<file path="config.mk">
export PLATFORM = sky130hd
export DESIGN_NAME = vga_frame_capture
export DESIGN_NICKNAME = d
export VERILOG_FILES = /design/src/rtl/vga_pkg.sv /design/src/rtl/vga_edge_sync.sv /design/src/rtl/vga_frame_capture.sv
export SDC_FILE = /design/constraint.sdc
export NUM_CORES = 1
export LEC_CHECK = 0
export CAP_MARGIN = 20
export CORE_ASPECT_RATIO = 2
export CORE_MARGIN = 2
export CORE_UTILIZATION = 50
export CTS_CLUSTER_SIZE = 25
export DETAILED_ROUTE_END_ITERATION = 12
export HOLD_SLACK_MARGIN = 0.15
export PLACE_DENSITY_LB_ADDON = 0.08
export RECOVER_POWER = 25
export SYNTH_ARGS = -nofsm -noshare
export SYNTH_HDL_FRONTEND = slang
export SYNTH_HIERARCHICAL = 1
export SYNTH_SLANG_ARGS = --single-unit
</file>
<file path="constraint.sdc">
create_clock -name clock_25 -period 3.05 [get_ports clock_25]
set_input_delay 0.4575 -clock clock_25 [delete_from_list [all_inputs] [get_ports clock_25]]
set_output_delay 0.4575 -clock clock_25 [all_outputs]
set_load 0.05 [all_outputs]
</file>
<file path="src/rtl/vga_pkg.sv">
// Shared VGA definitions: standard 640x480 timing constants, pixel type and
// capture state encoding.
package vga_pkg;

  localparam int H_ACTIVE = 640;
  localparam int V_ACTIVE = 480;
  localparam int H_TOTAL  = 800;
  localparam int V_TOTAL  = 525;

  typedef struct packed {
    logic [7:0] r;
    logic [7:0] g;
    logic [7:0] b;
  } pixel_t;

  typedef enum logic [1:0] {
    IDLE    = 2'd0,
    ARMED   = 2'd1,
    CAPTURE = 2'd2,
    FINISH  = 2'd3
  } cap_state_t;

  // Memory word layout for one pixel: zero pad byte above R, G, B.
  function automatic logic [31:0] pixel_word(input pixel_t p);
    return {8'h00, p};
  endfunction

endpackage

</file>
<file path="src/rtl/vga_edge_sync.sv">
// Input register stage (S1) plus the delayed copy (S2) used to detect the
// vsync falling edge and the end of each active line.
module vga_edge_sync
  import vga_pkg::*;
(
  input  logic   clock_25,
  input  logic   reset,
  input  pixel_t pixel_in,
  input  logic   hsync_in,
  input  logic   vsync_in,
  input  logic   n_blank_in,
  output pixel_t pixel_s1,
  output logic   hsync_s1,
  output logic   n_blank_s1,
  output logic   vs_fall,
  output logic   line_end
);

  logic vsync_s1_r;
  logic vsync_s2_r;
  logic n_blank_s2_r;

  // S1/S2 pipeline; reset to idle video levels so no false edge follows reset.
  always_ff @(posedge clock_25 or negedge reset) begin
    if (!reset) begin
      pixel_s1     <= '0;
      hsync_s1     <= 1'b1;
      vsync_s1_r   <= 1'b1;
      n_blank_s1   <= 1'b0;
      vsync_s2_r   <= 1'b1;
      n_blank_s2_r <= 1'b0;
    end else begin
      pixel_s1     <= pixel_in;
      hsync_s1     <= hsync_in;
      vsync_s1_r   <= vsync_in;
      n_blank_s1   <= n_blank_in;
      vsync_s2_r   <= vsync_s1_r;
      n_blank_s2_r <= n_blank_s1;
    end
  end

  assign vs_fall  = vsync_s2_r & ~vsync_s1_r;
  assign line_end = n_blank_s2_r & ~n_blank_s1;

endmodule

</file>
<file path="src/rtl/vga_frame_capture.sv">
// Captures one VGA frame into word-addressed memory, one 32-bit word per
// pixel, with a sticky error flag for malformed lines or truncated frames.
module vga_frame_capture
  import vga_pkg::*;
#(
  parameter int          IMG_W     = H_ACTIVE,
  parameter int          IMG_H     = V_ACTIVE,
  parameter logic [31:0] BASE_ADDR = 32'h0000_0000
) (
  input  logic        clock_25,
  input  logic        reset,
  input  logic        start,
  input  logic [7:0]  red_in,
  input  logic [7:0]  green_in,
  input  logic [7:0]  blue_in,
  input  logic        hsync_in,
  input  logic        vsync_in,
  input  logic        n_blank_in,
  output logic [31:0] address,
  output logic [31:0] wdata,
  output logic        we,
  output logic        busy,
  output logic        done,
  output logic        frame_err
);

  localparam logic [9:0] IMG_W_C = 10'(IMG_W);
  localparam logic [9:0] IMG_H_C = 10'(IMG_H);

  pixel_t     pixel_in_s;
  pixel_t     pixel_s1;
  logic       hsync_s1_unused;
  logic       n_blank_s1;
  logic       vs_fall;
  logic       line_end;

  cap_state_t  state_r,    next_state_s;
  logic [9:0]  x_r,        x_s;
  logic [9:0]  y_r,        y_s;
  logic [31:0] addr_cnt_r, addr_cnt_s;
  logic [31:0] address_s;
  logic [31:0] wdata_s;
  logic        we_s;
  logic        busy_s;
  logic        done_s;
  logic        frame_err_s;

  assign pixel_in_s = {red_in, green_in, blue_in};

  vga_edge_sync u_edge_sync (
    .clock_25   (clock_25),
    .reset      (reset),
    .pixel_in   (pixel_in_s),
    .hsync_in   (hsync_in),
    .vsync_in   (vsync_in),
    .n_blank_in (n_blank_in),
    .pixel_s1   (pixel_s1),
    .hsync_s1   (hsync_s1_unused),
    .n_blank_s1 (n_blank_s1),
    .vs_fall    (vs_fall),
    .line_end   (line_end)
  );

  // Next-state, counters and the values the output registers will load.
  always_comb begin
    next_state_s = state_r;
    x_s          = x_r;
    y_s          = y_r;
    addr_cnt_s   = addr_cnt_r;
    address_s    = address;
    wdata_s      = wdata;
    we_s         = 1'b0;
    busy_s       = busy;
    done_s       = 1'b0;
    frame_err_s  = frame_err;

    case (state_r)
      IDLE: begin
        if (start) begin
          next_state_s = ARMED;
          x_s          = 10'd0;
          y_s          = 10'd0;
          addr_cnt_s   = BASE_ADDR;
          frame_err_s  = 1'b0;
          busy_s       = 1'b1;
        end else begin
          next_state_s = IDLE;
        end
      end

      ARMED: begin
        if (vs_fall) begin
          next_state_s = CAPTURE;
        end else begin
          next_state_s = ARMED;
        end
      end

      CAPTURE: begin
        if (n_blank_s1) begin
          if (x_r < IMG_W_C) begin
            we_s       = 1'b1;
            address_s  = addr_cnt_r;
            wdata_s    = pixel_word(pixel_s1);
            x_s        = x_r + 10'd1;
            addr_cnt_s = addr_cnt_r + 32'd1;
          end else begin
            frame_err_s = 1'b1;
          end
        end else begin
          x_s = x_r;
        end

        if (line_end) begin
          if (x_r != IMG_W_C) begin
            frame_err_s = 1'b1;
          end else begin
            frame_err_s = frame_err_s;
          end
          x_s = 10'd0;
          y_s = y_r + 10'd1;
        end else begin
          y_s = y_r;
        end

        // A completed last line wins over a coincident vsync fall.
        if (line_end && (y_r + 10'd1 == IMG_H_C)) begin
          next_state_s = FINISH;
        end else if (vs_fall) begin
          next_state_s = FINISH;
          frame_err_s  = 1'b1;
        end else begin
          next_state_s = CAPTURE;
        end
      end

      FINISH: begin
        next_state_s = IDLE;
        busy_s       = 1'b0;
        done_s       = 1'b1;
      end

      default: begin
        next_state_s = IDLE;
        busy_s       = 1'b0;
      end
    endcase
  end

  // State, counters and registered memory/status outputs.
  always_ff @(posedge clock_25 or negedge reset) begin
    if (!reset) begin
      state_r    <= IDLE;
      x_r        <= 10'd0;
      y_r        <= 10'd0;
      addr_cnt_r <= BASE_ADDR;
      address    <= BASE_ADDR;
      wdata      <= 32'd0;
      we         <= 1'b0;
      busy       <= 1'b0;
      done       <= 1'b0;
      frame_err  <= 1'b0;
    end else begin
      state_r    <= next_state_s;
      x_r        <= x_s;
      y_r        <= y_s;
      addr_cnt_r <= addr_cnt_s;
      address    <= address_s;
      wdata      <= wdata_s;
      we         <= we_s;
      busy       <= busy_s;
      done       <= done_s;
      frame_err  <= frame_err_s;
    end
  end

endmodule

</file>
==> results.md, run 1 <==
Clock network:
- Clock-pin slew was measured on the worst setup and hold paths at 0.06 ns.
- The quantity of hold-fixing buffers added after cts is 0.
- The cell sitting at the root of the clock tree is a clkbuf_16.
- The longest clock path from root to sink contains 2 buffers.
- Buffers added to address setup during post-CTS repair amount to 0.
- Clock latency on the worst-skew pair, taken at its later pin, is 0.42 ns.
- CTS saw around 140 sinks.
- The clock tree synthesis step divided the H-tree into 4 levels.
- The number of clock buffers added by TritonCTS is 17.
- The CTS tree is built.
- In this run, post-CTS repair resized a total of 0 instances.

Job:
- The total of max-cap violations is 0.

Timing:
- The count of final hold-check violations is 0.
- The final setup violation count is 0.
- The total negative slack for setup checks is 0 ns.
- Setup repair after global routing left no endpoint under its margin.
- The maximum clock frequency is ~420 MHz.
- The worst slew margin relative to its limit is around 38%.
- The shortest period the worst path allows is around 2.4 ns.
- On the final layout, the worst clock skew is roughly 0.011 ns.
- Of the available clock period, the critical path in the final layout requires 78.2%.
- At the pin with the least slew margin, the transition time is roughly 0.93 ns.
- The final setup slack of the worst path is between 0.6 and 0.7 ns.
- The number of slew-limit violations in the final report is 0.
- The worst hold slack is approximately 0.15 ns.

Synth:
- In this run the mean area of a mapped cell was a little under 10 sq um.
- Synthesis handed over a netlist of 615 instances.
- Yosys printed 6 warnings.
- The cell area after technology mapping is about 6000 sq um.

Hold path:
- The worst hold-check path type is in -> async.

GRT:
- The initial antenna violation count is 0.
- Across every metal layer, demand over resource in global routing totals 21.9%.
- The total global routing overflow is 0.
- The first global-routing pass estimated approximately 22 mm of wire.
- The number of global-route vias before repair is about 4600.
- The maximum number of pins on one net before global-route repair is roughly 100.

Critical path:
- On the worst path, the slowest cell contributes a delay of between 0.4 and 0.5 ns.
- The kind of end point of the critical path is a flip-flop.
- The required time of the critical path is 3.39 ns.
- In this design, the critical path's most frequently occurring cell is nand3_1.
- On the critical path, the stage with the largest delay is an instance of nor4_2.
- The setup path with the least slack is of type reg -> reg.
- The signal on the critical path passes through ha_1 > nand3_1 > nor4_2 > nand3_1 > or3_1 > a21oi_1.
- The signal arrival time at the worst endpoint is approximately 2.7 ns.
- The type of element launching the critical path is a flip-flop.
- The largest fanout of any net on the critical path is 12.
- Setup slack on the worst reg-to-reg path comes out at approximately 0.66 ns.

Floorplanning:
- The die boundary height is 159 um.
- The area of the die is 12900 sq um.
- The horizontal die dimension is around 81 um.
- The total area inside the core boundary comes to around 12000 sq um.
- The starting density of the core is between 50 and 60%.
- The number of placement rows is 56.
- For this design the top-level I/O count stands at slightly below 100.

Route:
- Summing over every cut layer, the via total after detailed routing is 4573.
- For this run, design rule violations remaining after detail routing come to 0.
- The total iterations of the first detailed-routing run is 7.
- In the final routed layout, each cell accounts on average for between 15 and 20 um.
- The post-detailed-route count of antenna-violating nets is 0.
- The total detailed-routing wirelength is around 13 mm.
- The violation count after the first detailed-routing iteration is 230.
- The average via count per standard cell is between 5 and 6.

Place:
- OpenSTA, run right after detailed placement, puts the worst setup slack at 0.681 ns.
- Detailed placement finished with a half-perimeter wire length of between 8 and 9 mm.
- Routability-driven placement finished with a final weighted congestion of 0.804.
- In this run the tool buffered the top-level ports with 88 buffer cells.

Layout:
- The number of fill cells in the layout is between 900 and 1000.
- The antenna cell count is 0.
- At the end of the flow, the number of nets in the layout was 734.
- Compared with the post-synthesis result, the final layout area differs by 26.3%.
- The fraction of layout cells with a size suffix above 1 is under 10%.

Outcome:
- The run finished with clean final reports.

Pwr:
- The leakage power summed over all cells is 3.47 nW.
- IR analysis of the VDD net gives a maximum drop of ~620 uV.
- For this design the ratio of total power to cell area is approximately 860 nW/um^2.
[sequential cells by signal, summed over array words and instances (netlist names), 10 cells and up, named ones only]
name and count:
x_r 10, address 32, wdata 24, u_edge_sync/pixel_s1 24, y_r 10, addr_cnt_r 32
[layout make-up]
type / count / area, sq um / area share [%]
tap: 145 / 181 / 2.40
clock buffer: 19 / 443 / 5.86
clock inverter: 12 / 161 / 2.14
multi-input combinational: 428 / 2210 / 29.3
inverter: 13 / 53.8 / 0.712
timing repair buffer: 97 / 950 / 12.6
sequential: 142 / 3560 / 47.1
[worst paths after layout]
path,start,end,cells past startpoint
min in group clock_25,u_edge_sync/vsync_s1_r,u_edge_sync/vsync_s2_r,0
max in group asynchronous,reset,wdata[21],2
worst max register to register,addr_cnt_r[0],addr_cnt_r[30],6
worst min-delay path,reset,address[22],1
worst min register to register,u_edge_sync/vsync_s1_r,u_edge_sync/vsync_s2_r,0
worst max-delay path,addr_cnt_r[0],addr_cnt_r[30],6
[routing by layer]
metal  part of all wire (%)  wire length [um]  global-route usage [%]  up-vias
met1                     39              5160                    23.7     2243
met4                    2.4               316                    10.0        0
met3                    3.2               420                    4.94       23
met2                     55              7310                    38.8      100
li1                       -                 -                       -     2207
met5                      0                 0                       0        -
[worst max-delay path: cells and delay by family (launching register included)]
family / cells / cell delay [ns]
fa+ha+maj: 1 / 0.20
compound gates: 1 / 0.15
flops: 1 / 0.41
simple gates: 4 / 1.54
[power by group]
| part | switching, mW | internal (mW) |
|---|---|---|
| Combinational | 1.38 | 0.608 |
| Sequential | 0.213 | 2.18 |
| Clock | 0.810 | 1.31 |
| Total | 2.40 | 4.10 |
[per-stage QoR]
step           power [mW]  std cells  util, %  area, sq um
2_1_floorplan        3.71        622        -         6010
6_report             6.50        856     64.6         7560
4_1_cts              6.58        856     64.6         7560
3_3_place_gp         4.39        825     59.4         6950
3_5_place_dp         4.43        825     59.4         6950
5_1_grt              6.79        856     64.6         7560
[cell usage in the layout (no fill, tap or decap), types with 3 or more instances in the layout]
| cell type | instances |
|---|---|
| inv_6 | 3 |
| a21oi_1 | 12 |
| a31oi_1 | 7 |
| xnor2_1 | 7 |
| inv_1 | 12 |
| or3_1 | 9 |
| nand3_1 | 19 |
| nor4_1 | 3 |
| clkinvlp_4 | 3 |
| o21ai_0 | 39 |
| nand4_1 | 18 |
| buf_4 | 9 |
| conb_1 | 8 |
| or2_2 | 3 |
| bufinv_16 | 3 |
| dlygate4sd3_1 | 26 |
| nor2_1 | 36 |
| a211oi_1 | 3 |
| nor3_1 | 7 |
| mux2i_1 | 3 |
| clkinv_4 | 3 |
| clkdlybuf4s50_1 | 61 |
| nand2_1 | 188 |
| ha_1 | 5 |
| dfrtp_1 | 140 |
| nand3b_1 | 4 |
| xor2_1 | 11 |
| o31ai_1 | 10 |
| clkbuf_16 | 17 |
Power figures use the tool's default switching activity.
==> inputs of run 2 (changes only) <==
==> constraint.sdc (replaced) <==
create_clock -name clock_25 -period 2.3 [get_ports clock_25]
set_input_delay 0.345 -clock clock_25 [delete_from_list [all_inputs] [get_ports clock_25]]
set_output_delay 0.345 -clock clock_25 [all_outputs]
set_load 0.05 [all_outputs]
==> run 2 against run 1 <==
Compared with the run above:
- fmax grew 14%
- register-to-register slack lost 0.45 ns
- die area is the same
- cell count grew 1.3%
- total power grew 34%
- critical path type unchanged
- largest cell class unchanged
- largest power group unchanged
==> results.md, run 2 (synthesis gave the netlist of run 1 again) <==
Outcome:
- The flow ran to the end, and the final reports show no timing, DRC or antenna violations.

Critical path:
- The worst setup path is captured at a flip-flop.
- In this run the critical register-to-register path is launched from x_r[7].
- The largest fanout of any net on the critical path is 10 (-2).
- The end of the worst register-to-register path is addr_cnt_r[25].
- The required time of the critical path is 2.63 ns (-0.76 ns).
- The signal arrival time at the worst endpoint is 2.42 ns (-0.30 ns).
- STA classifies the critical path startpoint as a flip-flop.
- For this design, the slowest cell found on the critical path is or4_1.
- The delay of the slowest cell on the worst path was 0.54 ns (+0.06 ns).
- The minimum setup slack among reg-to-reg paths is 0.21 ns (-0.45 ns).
- The critical path starts at x_r[7].
- Traced cell by cell, the critical path runs through o21a_1 > or2_2 > clkinv_4 > nand4_4 > or4_1 > a21oi_1.
- The start-to-end type of the worst setup path is reg -> reg.
- The logic depth of the worst register-to-register path is 6 (unchanged).

Hold path:
- Along the worst hold path, the cell count comes to 0.
- The worst hold path endpoint is u_edge_sync/vsync_s2_r.
- The worst hold-check path type is reg -> reg.
- In this run the most critical hold path is launched from u_edge_sync/vsync_s1_r.

Timing:
- The number of slew-limit violations in the final report came to 0 (unchanged).
- The ratio of final minimum period to clock period is 90.7% (+12 points).
- The shortest period the worst path allows was 2.09 ns (-0.300 ns).
- The worst clock skew is 0.0107 ns (+0.000187 ns).
- The maximum clock frequency is 480 MHz (+14%).
- The total negative slack for setup checks came to 0 ns (unchanged).
- The pin slew with the least headroom to its limit was 0.608 ns (-0.325 ns).
- The final setup violation count was 0 (unchanged).
- Setup repair after global routing left no endpoint under its margin.
- The worst slew margin relative to its limit is 59.3% (+22 points).
- The count of final hold-check violations is 0 (unchanged).

GRT:
- The aggregate global-route resource usage is 22.3% (+0.47 points).
- The maximum number of pins on one net before global-route repair is 77 (-26%).
- The total global routing overflow is 0 (unchanged).
- The number of global-route vias before repair is 4750 (+2.3%).
- The global-route wire length before repair is 22.4 mm (+2.4%).
- The initial antenna violation count came to 0 (unchanged).

Layout:
- The largest registers in the layout are addr_cnt_r: 32 flops, address: 32 flops.
- In the layout the commonest cells are nand2_1 (188), dfrtp_1 (140), clkdlybuf4s50_1 (61).
- The antenna cell count is 0 (unchanged).
- The area growth from synthesis to layout is 28.3%.
- Leaving out fill and tap cells, the most frequent cell in the layout is nand2_1.
- The layout net count is 744 (+1.4%).
- The fraction of layout cells with a size suffix above 1 is 8.59% (+0.99 points).
- The final standard cell count with taps included and fillers excluded is 867 (+1.3%).

Floorplanning:
- The area of the placeable core came to 11700 sq um (unchanged).
- The number of ports placed on the die boundary was 98 (unchanged).
- The number of placement rows is 56 (unchanged).
- The area of the die is 12900 sq um (unchanged).
- The horizontal die dimension is 81.4 um (unchanged).
- The die boundary height is 159 um (unchanged).
- The starting density of the core is 51.1% (unchanged).

Clock network:
- The CTS H-tree depth was 4 (unchanged).
- The sink count of the clock tree is 142 (unchanged).
- The number of CTS-inserted buffers is 17 (unchanged).
- The maximum clock insertion buffer count is 2 (unchanged).
- The post-CTS setup buffer count was 0 (unchanged).
- The CTS tree is built.
- The source-to-sink clock delay at the later pin of the worst-skew pair was 0.41 ns (about the same).
- The root buffer cell chosen for the clock tree is clkbuf_16.
- The clock-pin slew reported for the worst setup and hold paths after clock tree synthesis is 0.06 ns (about the same).

Pwr:
- The leakage power summed over all cells is 3.54 nW (+2.3%).
- The total power per unit cell area came to 1140 nW/um^2 (+32%).
- The worst IR drop on VDD is 836 uV (+34%).

Place:
- The HPWL after detailed placement is 9.10 mm (+4.9%).
- The number of port buffers is 88 (unchanged).
- The routability-driven placement congestion ratio was 0.840 (+4.5%).
- The total placed cells including tap cells is 834 (+1.1%).

Job:
- The total of max-cap violations was 0 (unchanged).

Route:
- The total number of vias is 4609 (+0.79%).
- The violation count after the first detailed-routing iteration is 333 (+45%).
- The total iterations of the first detailed-routing run is 5 (-2).
- The final routed DRC violation total is 0 (unchanged).
- The average via count per standard cell is 5.32 (-0.49%).
- The average detailed-routed wire length per instance is 15.4 um (-0.51%).
- The post-detailed-route count of antenna-violating nets is 0 (unchanged).
- The total detailed-routing wirelength is 13.3 mm (+0.76%).
run 2: worst max path at each step:
stage	to	slack, ns
after floorplan	addr_cnt_r[26]	0.44
after global placement	x_r[7]	0.27
after detailed placement	x_r[7]	0.19
after CTS	addr_cnt_r[25]	0.20
after global routing	addr_cnt_r[12]	0.08
final	addr_cnt_r[25]	0.21
run 2: power breakdown:
part	switching (mW)	leakage, nW	internal (mW)	total, mW
registers	0.274	1.87	2.89	3.17
logic	1.83	1.37	0.827	2.66
clock network	1.06	0.306	1.86	2.92
run 2: cell type report:
class / instances / area [sq um]
fill: 955 / 4020
sequential: 142 / 3560
multi-input combinational: 428 / 2210
timing repair buffer: 107 / 1050
inverter: 13 / 53.8
tap: 145 / 181
clock inverter: 12 / 181
clock buffer: 20 / 447
run 2: repair_timing:
action	4_1_cts	5_1_grt
hold buffers	1	0
hold endpoints to repair	59	0
gates resized for setup	0	0
run 2: routing by layer:
layer | GRT usage [%] | vias up | wire length, um
met3 | 3.81 | 24 | 362
met1 | 25.6 | 2242 | 5120
met2 | 39.6 | 108 | 7520
li1 | - | 2235 | -
met4 | 9.32 | 0 | 303
met5 | 0 | - | 0
run 2: worst max-delay path: cells and delay by family (launching register included):
family / cells / cell delay [ns]
AOI/OAI and AO/OA: 2 / 0.44
DFF: 1 / 0.42
and+or+nand+nor: 3 / 1.06
buffers and inverters: 1 / 0.08
run 2: per-stage QoR:
stage	utilization (%)	hold slack [ns]	worst slack, ns	instance area, sq um	power (mW)
after global routing	65.6	0.414	0.0761	7680	9.13
after global placement	60.2	0.369	0.272	7050	5.86
final	65.6	0.400	0.215	7680	8.74
after CTS	65.7	0.351	0.200	7680	8.86
after floorplan	-	0.0494	0.443	6010	4.92
after detailed placement	60.2	0.376	0.191	7050	5.90
